`src/rtl/serial_transmitter.sv`:
```
// Serialises one DATA_W-bit word per frame (start, data LSB first, optional even parity, stop) on a registered line.
// A word is taken in IDLE or STOP when TX_Data_Valid meets TX_Ready; a held Valid chains frames with no idle gap.
module serial_transmitter #(
   parameter int unsigned DATA_W    = 55,
   parameter bit          PARITY_EN = 1'b1
) (
   input  logic              Clk_S,
   input  logic              Rst,
   input  logic [DATA_W-1:0] TX_Data,
   input  logic              TX_Data_Valid,
   output logic              TX_Ready,
   output logic              S_Data
);

   localparam int unsigned CNT_W = (DATA_W > 1) ? $clog2(DATA_W) : 1;
   localparam logic [CNT_W-1:0] LAST_BIT = CNT_W'(DATA_W - 1);

   typedef enum logic [2:0] {
      IDLE   = 3'd0,
      START  = 3'd1,
      DATA   = 3'd2,
      PARITY = 3'd3,
      STOP   = 3'd4
   } state_t;

   state_t              state_q, state_d;
   logic [DATA_W-1:0]   shift_q, shift_d;
   logic [CNT_W-1:0]    cnt_q, cnt_d;
   logic                parity_q, parity_d;
   logic                s_data_q, s_data_d;
   logic                accept;

   assign TX_Ready = ((state_q == IDLE) || (state_q == STOP)) && !Rst;
   assign accept   = TX_Ready && TX_Data_Valid;
   assign S_Data   = s_data_q;

   // s_data_d carries the bit for the state being entered, so the line is
   // already correct in the first cycle of every state.
   always_comb begin
      state_d  = state_q;
      shift_d  = shift_q;
      cnt_d    = cnt_q;
      parity_d = parity_q;
      s_data_d = s_data_q;
      case (state_q)
         IDLE, STOP: begin
            s_data_d = 1'b1;
            state_d  = IDLE;
            if (accept) begin
               state_d  = START;
               shift_d  = TX_Data;
               parity_d = ^TX_Data;
               cnt_d    = '0;
               s_data_d = 1'b0;
            end
         end
         START: begin
            state_d  = DATA;
            s_data_d = shift_q[0];
            shift_d  = shift_q >> 1;
            cnt_d    = '0;
         end
         DATA: begin
            if (cnt_q == LAST_BIT) begin
               if (PARITY_EN) begin
                  state_d  = PARITY;
                  s_data_d = parity_q;
               end else begin
                  state_d  = STOP;
                  s_data_d = 1'b1;
               end
            end else begin
               s_data_d = shift_q[0];
               shift_d  = shift_q >> 1;
               cnt_d    = cnt_q + CNT_W'(1);
            end
         end
         PARITY: begin
            state_d  = STOP;
            s_data_d = 1'b1;
         end
         default: begin
            state_d  = IDLE;
            s_data_d = 1'b1;
         end
      endcase
   end

   always_ff @(posedge Clk_S) begin
      if (Rst) begin
         state_q  <= IDLE;
         shift_q  <= '0;
         cnt_q    <= '0;
         parity_q <= 1'b0;
         s_data_q <= 1'b1;
      end else begin
         state_q  <= state_d;
         shift_q  <= shift_d;
         cnt_q    <= cnt_d;
         parity_q <= parity_d;
         s_data_q <= s_data_d;
      end
   end

endmodule

```
`config.mk`:
```
export PLATFORM = sky130hd
export DESIGN_NAME = serial_transmitter
export DESIGN_NICKNAME = d
export VERILOG_FILES = /design/src/rtl/serial_transmitter.sv
export SDC_FILE = /design/constraint.sdc
export NUM_CORES = 1
export LEC_CHECK = 0
export ABC_CLOCK_PERIOD_IN_PS = 1780
export BUFFER_PORTS_ARGS = -buffer_cell sky130_fd_sc_hd__buf_2
export CAP_MARGIN = 20
export CORE_UTILIZATION = 45
export CTS_CLUSTER_DIAMETER = 100
export DETAILED_ROUTE_END_ITERATION = 10
export HOLD_SLACK_MARGIN = 0.12
export PLACE_DENSITY = 0.66
export RECOVER_POWER = 25
export SLEW_MARGIN = 20
export SYNTH_ARGS = -nofsm -noshare
export SYNTH_HDL_FRONTEND = slang
export SYNTH_SLANG_ARGS = --single-unit
```
`constraint.sdc`:
```
create_clock -name Clk_S -period 1.78 [get_ports Clk_S]
set_input_delay 0.089 -clock Clk_S [delete_from_list [all_inputs] [get_ports Clk_S]]
set_output_delay 0.089 -clock Clk_S [all_outputs]
set_load 0.02 [all_outputs]
```
==> results of run 1 <==
metal layers:
metal / part of all wire (%) / vias up / track usage (%)
met4: 1.9 / 0 / 6.72
met3: 3.8 / 13 / 5.84
met5: 0 / - / 0
met1: 45 / 1378 / 24.8
li1: - / 1473 / -
met2: 49 / 63 / 32.6
path summary, 6_finish.rpt:
path,startpoint,endpoint,slack (ns),cells past startpoint
worst max register to register,state_q[0],shift_q[30],-0.05,6
worst max-delay path,state_q[0],shift_q[30],-0.05,6
worst min-delay path,TX_Data[23],shift_q[23],0.13,3
worst min register to register,shift_q[54],shift_q[54],0.46,2
repair_timing:
| item | in CTS | in global routing |
|---|---|---|
| pin swaps | 1 | 22 |
| endpoints found under the setup margin | 6 | 57 |
| hold buffers | 36 | 0 |
| hold endpoints to repair | 36 | 0 |
| resized for setup | 1 | 32 |
| gates cloned | 1 | 6 |
| setup buffers | 0 | 2 |
logic make-up (layout without fill, tap and decap cells):
group                      after synthesis  count (layout)  synth area share (%)
muxes                                   56              56                  16.0
DFF                                     66              66                  37.8
and+or+nand+nor                         89              89                  11.2
xor gates and xnor gates                57              57                  15.1
adders and majority gates                2               2                 0.716
buffers and inverters                   31             130                  4.44
AOI/OAI and AO/OA                       63              65                  14.7
flip-flops by register name (all words and copies together), names as in the netlist:
register / count
parity_q: 1
state_q: 3
S_Data: 1
shift_q: 55
cnt_q: 6
Yosys cell counts:
master | instances | area, um^2
nor2_1 | 68 | 255
dfxtp_1 | 66 | 1320
mux2i_1 | 56 | 561
a211oi_1 | 45 | 338
xnor2_1 | 44 | 385
buf_2 | 16 | 80.1
xor2_1 | 11 | 96.3
a211oi_2 | 10 | 125
clkbuf_1 | 8 | 30.0
nand2_1 | 4 | 15.0
a21oi_1 | 3 | 15.0
inv_1 | 3 | 11.3
nand3b_1 | 3 | 22.5
nor3b_1 | 3 | 22.5
buf_6 | 2 | 22.5
ha_1 | 2 | 25.0
nand2b_1 | 2 | 12.5
nand4_1 | 2 | 12.5
nor3_1 | 2 | 10.0
or3_1 | 2 | 12.5
xnor3_1 | 2 | 45.0
a21o_1 | 1 | 7.51
and3_1 | 1 | 6.26
buf_1 | 1 | 3.75
buf_4 | 1 | 7.51
o21a_1 | 1 | 7.51
o21ai_1 | 1 | 5.00
o21ai_2 | 1 | 8.76
o21bai_1 | 1 | 7.51
or4_1 | 1 | 7.51
or4b_4 | 1 | 13.8
final cells by class:
cell class              instances  area [um^2]
flip-flops and latches         66         1320
clock inverters                 6         91.3
fillers                       573         2540
well taps                      99          124
clock buffers                  10          128
inverters                       3         11.3
repair buffers                111          962
multi-input cells             269         2190
per-stage QoR:
| stage | cell area (um^2) | total power [mW] |
|---|---|---|
| finish | 4830 | 4.95 |
| floorplan | 3490 | 2.95 |
| detailed placement | 3970 | 3.30 |
| global placement | 3970 | 3.27 |
| global route | 4830 | 5.22 |
| CTS | 4560 | 4.77 |
report_power, final:
part	internal, mW	leakage [nW]	switching, mW
Sequential	1.69	0.546	0.116
Combinational	0.938	1.29	0.823
Clock	0.790	0.0987	0.588
Total	3.42	1.93	1.53
worst max-delay path: stages, from the launching register on:
cell,delay (ns)
dfxtp_1,0.31
or4b_4,0.56
o21ai_4,0.09
o21a_4,0.29
clkbuf_16,0.20
nor2_1,0.05
a211oi_1,0.22
cell usage in the layout (no fill, tap or decap), types with 9 or more instances in the layout:
| master | synthesis | layout |
|---|---|---|
| a211oi_1 | 45 | 38 |
| a211oi_2 | 10 | 17 |
| buf_2 | 16 | 51 |
| buf_4 | 1 | 12 |
| clkbuf_8 | 0 | 9 |
| dfxtp_1 | 66 | 65 |
| dlygate4sd3_1 | 0 | 31 |
| mux2i_1 | 56 | 55 |
| nor2_1 | 68 | 63 |
| xnor2_1 | 44 | 35 |
| xnor2_2 | 0 | 9 |
| xor2_1 | 11 | 10 |
==> impl_results.md, run 1 <==
* Post-route minimum period at 1.83 ns
* CTS Buffer Depth at 2
* Status: finished with violations
* Nets@finish at 520
* Worst skew pair latency at 0.34 ns
* Synth-to-Final Area Change at 38.3%
* Setup ws final at -0.0466 ns
* Die area at between 0.008 and 0.009 mm^2
* Setup crit end kind: flip-flop
* Final wirelength at slightly below 9000 um
* VDD IR max at 0.475 mV
* CP Class: reg -> reg
* Mean Syn Cell Area at roughly 9.6 um^2
* Cell row count at 31
* Max-slew headroom at between 40% and 50%
* Sink Count at 66
* Clk pin slew, worst setup/hold paths at 0.07 ns
* Max cap viols at 0
* Wire length per cell at 15.3 um
* Overall die width at roughly 90 um
* Number of port buffers at between 50 and 60
* Placed cell count at 510
* Critical Path RT at 2.02 ns
* Synth unique cells at 31
* Post-route clock period utilization at 103%
* Hold Vio Cnt, Final at 0
* TritonCTS clock tree: built
* Area of the core at 0.00737 mm^2
* #FFs+latches synth at between 60 and 70
* Die H at about 90 um
* Setup WS pre-CTS at -0.0273 ns
* Post-Route Skew at just under 0.007 ns
* Worst-Margin Slew at between 0.7 and 0.8 ns
* First-pass GRT wire length at 12,900 um
* Mapped Cells at 364
* Share of cells above drive strength 1 at 27.7%
* Min-Delay Path Class: in -> reg
* Crit Path Max Fanout at 8
* Post-Layout Cell Count at approximately 560
* Slew Viols, Final at 0
* # IOs at 60
* Post-DP HPWL at slightly below 5000 um
* Grt ovf at 0
* Antenna Nets Post-Route at 0
* Synthesis warning total at 0
* Ant diodes at 0
* RSZ-0062 raised after global routing: yes
* Setup crit start kind: flip-flop
* Largest net degree at the start of global routing at between 60 and 70
* DR pass1 iterations at 4
* Vias in the first global route at roughly 2,800
* Vias/cell at 5.19
* Post-synthesis sequential area ratio at between 30% and 40%
* Setup TNS at -0.0726 ns
* Area of the mapped netlist at between 0.003 and 0.004 mm^2
* H-tree depth at 3
* Final Util at approximately two thirds
* Leak Pwr at a little under 2 nW
* Via count at about 2,900
* Final setup violation count at 5
* Post-route DRC violation count at 0
* PD cells at ~1000 mW/mm^2
* Max frequency at 547 MHz
* Number of CTS-inserted buffers at 9
* Initial DRC Count at 92
* WHS at ~0.13 ns
* Initial core utilization at between 40% and 50%
* Failing checks: setup timing
* Initial antenna violation count at 0
* GRT Overall Usage at 19.9%
* RePlAce Congestion at between 0.8 and 0.9
* Clock Root Buffer: clkbuf_8
* WP data arrival at between 2 and 2.5 ns
* Mapped Nets at ~420
Power figures use the tool's default switching activity.
==> run 2, diff against run 1 <==
--- a/config.mk
+++ b/config.mk
@@ -8,11 +8,13 @@
 export ABC_CLOCK_PERIOD_IN_PS = 1780
 export BUFFER_PORTS_ARGS = -buffer_cell sky130_fd_sc_hd__buf_2
 export CAP_MARGIN = 20
-export CORE_UTILIZATION = 45
+export CELL_PAD_IN_SITES_DETAIL_PLACEMENT = 1
+export CELL_PAD_IN_SITES_GLOBAL_PLACEMENT = 1
+export CORE_UTILIZATION = 39
 export CTS_CLUSTER_DIAMETER = 100
 export DETAILED_ROUTE_END_ITERATION = 10
 export HOLD_SLACK_MARGIN = 0.12
-export PLACE_DENSITY = 0.66
+export PLACE_DENSITY = 0.73
 export RECOVER_POWER = 25
 export SLEW_MARGIN = 20
 export SYNTH_ARGS = -nofsm -noshare
==> impl_results.md, run 2 (synthesis results as in run 1) <==
* Status: finished with violations
* Failing checks: setup timing
* Clk pin slew, worst setup/hold paths at 0.08 ns (about the same)
* CP Class: reg -> reg
* Wire length per cell at 17.8 um (+16%)
* DR pass1 iterations at 4 (unchanged)
* WHS at 0.130 ns (+0.00414 ns)
* Largest regs: shift_q: 55 flops, cnt_q: 6 flops, state_q: 3 flops
* Post-route clock period utilization at 105% (+2.0 points)
* Sink Count at 66 (unchanged)
* WP data arrival at 2.13 ns (+0.06 ns)
* Post-route DRC violation count at 0 (unchanged)
* NetSw at 1.67 mW (+9.4%)
* Fill cell count at 972 (+70%)
* Clock Root Buffer: clkbuf_8
* R2R Setup Slk at -0.08 ns (-0.04 ns)
* Worst skew pair latency at 0.35 ns (about the same)
* FF-to-FF path depth at 8 (+2)
* VDD IR max at 0.516 mV (+8.7%)
* Largest net degree at the start of global routing at 65 (unchanged)
* CTS Buffer Depth at 2 (unchanged)
* Crit-path cells: inv_2, ha_4, nand2_2, or3_4, o21a_4, buf_6, buf_16, a211oi_2
* Setup crit end kind: flip-flop
* Final setup violation count at 30 (+25)
* Post-route minimum period at 1.86 ns (+0.0355 ns)
* # IOs at 60 (unchanged)
* Critical R2R Capture: shift_q[1]
* Max cap viols at 0 (unchanged)
* Setup crit start kind: flip-flop
* Worst-Margin Slew at 0.917 ns (+0.127 ns)
* Ant diodes at 0 (unchanged)
* Slew Viols, Final at 0 (unchanged)
* Max-slew headroom at 38.9% (-8.5 points)
* Initial core utilization at 40.3% (-7.1 points)
* Seq pwr share at 34.9% (-1.6 points)
* Synth-to-Final Area Change at 43.1%
* Crit Path Max Fanout at 10 (+2)
* Antenna Nets Post-Route at 0 (unchanged)
* TritonCTS clock tree: built
* Initial DRC Count at 92 (unchanged)
* Combinational share of power at 36.7% (+1.1 points)
* Vias in the first global route at 3,208 (+15%)
* Final wirelength at 10,400 um (+20%)
* Nets@finish at 529 (+1.7%)
* Hold path depth at 3 (unchanged)
* Post-Route Skew at 0.00829 ns (+0.00153 ns)
* Critical Path End: shift_q[1]
* RSZ-0062 raised after global routing: yes
* Worst setup startpoint: cnt_q[0]
* Pint at 3.52 mW (+2.8%)
* Reg with most FFs: shift_q
* Grt ovf at 0 (unchanged)
* Die H at 96.6 um (+7.3%)
* RePlAce Congestion at 0.722 (-14%)
* Max frequency at 537 MHz (-1.9%)
* Critical Path Max Stage Delay at 0.42 ns (-0.14 ns)
* Switching share of power at 32.2% (+1.4 points)
* Post-Layout Cell Count at 582 (+3.2%)
* Share of cells above drive strength 1 at 34.2% (+6.4 points)
* GRT Overall Usage at 20.2% (+0.39 points)
* Launch point of the worst reg-to-reg path: cnt_q[0]
* Area of the core at 0.00868 mm^2 (+18%)
* Initial antenna violation count at 0 (unchanged)
* First-pass GRT wire length at 15,200 um (+18%)
* Hold Vio Cnt, Final at 0 (unchanged)
* Slowest CP cell: or3_4
* Leak Pwr at 1.94 nW (+0.43%)
* Pwr Total at 5.19 mW (+4.8%)
* PD cells at 1040 mW/mm^2 (+1.3%)
* Cell row count at 34 (+9.7%)
* Post-DP HPWL at 5700 um (+15%)
* Commonest cells after routing, fill and taps aside: dfxtp_1 (63), nor2_1 (63), buf_2 (58)
* Placed cell count at 519 (+1.8%)
* Die area at 0.00934 mm^2 (+15%)
* Critical Path RT at 2.04 ns (+0.02 ns)
* Clk pwr share at 28.4% (+0.5 points)
* H-tree depth at 3 (unchanged)
* Overall die width at 96.6 um (+7.3%)
* Max reg flops at 55 (unchanged)
* Vias/cell at 5.31 (+2.3%)
* Number of CTS-inserted buffers at 9 (unchanged)
* Min-Delay Path Class: in -> reg
* Setup ws final at -0.0821 ns (-0.0355 ns)
* Number of port buffers at 59 (unchanged)
* Via count at 3,090 (+5.6%)
==> run 2: cell count changes in the layout (fill, tap and decap cells not counted), sizes merged <==
cell,previous run,this run
buf,69,81
dlymetal6s4s,5,0
dlygate4sd3,31,35
inv,3,4
clkinvlp,3,2
clkbuf,16,14
==> run 2: worst min path at each step <==
stage / to / startpoint
after global routing: shift_q[10] / TX_Data[10]
after global placement: shift_q[54] / TX_Data[54]
after CTS: shift_q[51] / TX_Data[51]
final: shift_q[10] / TX_Data[10]
after floorplan: shift_q[54] / TX_Data[54]
after detailed placement: shift_q[54] / TX_Data[54]
==> run 2: per-stage QoR <==
step / area, um^2 / setup TNS (ns) / setup slack (ns) / util [%]
floorplan: 3490 / -0.481 / -0.0257 / -
global placement: 3980 / 0 / 0.0389 / 45.8
detailed placement: 3980 / -0.174 / -0.0323 / 45.8
CTS: 4630 / -0.344 / -0.0345 / 53.3
global route: 5000 / -4.29 / -0.152 / 57.6
finish: 5000 / -1.57 / -0.0821 / 57.6
==> run 2: final cells by class <==
type | instances | area, um^2 | area share (%)
sequential | 66 | 1330 | 26.6
timing repair buffer | 120 | 1000 | 20.1
clock buffer | 10 | 138 | 2.75
inverter | 3 | 11.3 | 0.225
tap | 108 | 135 | 2.70
multi-input combinational | 269 | 2290 | 45.9
clock inverter | 6 | 88.8 | 1.78
==> run 2: repair_timing <==
item                                   in CTS  in global routing
setup endpoints to repair                  31                 60
hold buffers                               35                  0
endpoints found under the hold margin      35                  0
gates cloned                                2                  5
resized for setup                           6                 53
pin swaps                                   0                 10
buffers inserted                            2                  3
==> run 2: layer usage <==
| layer | global-route usage, % | vias to the layer above | share of wire [%] |
|---|---|---|---|
| met1 | 23.6 | 1528 | 43 |
| met5 | 0 | - | 0 |
| met2 | 36.7 | 61 | 53 |
| met4 | 6.89 | 0 | 1.5 |
| met3 | 3.97 | 13 | 2.6 |
| li1 | - | 1488 | - |
==> run 2: power by group through the flow <==
stage,combinational (mW),clock (mW),sequential [mW]
2_1_floorplan,1.15,0,1.81
6_report,1.90,1.47,1.81
4_1_cts,1.62,1.50,1.80
5_1_grt,2.05,1.57,1.84
3_5_place_dp,1.50,0,1.84
3_3_place_gp,1.45,0,1.83
==> run 2: worst max-delay path, delay by kind of cell, from the launching register on <==
family                     cells  cell delay, ns
buffers and inverters          3            0.35
DFF                            1            0.33
AOI/OAI and AO/OA              2            0.48
and+or+nand+nor                2            0.48
adders and majority gates      1            0.13
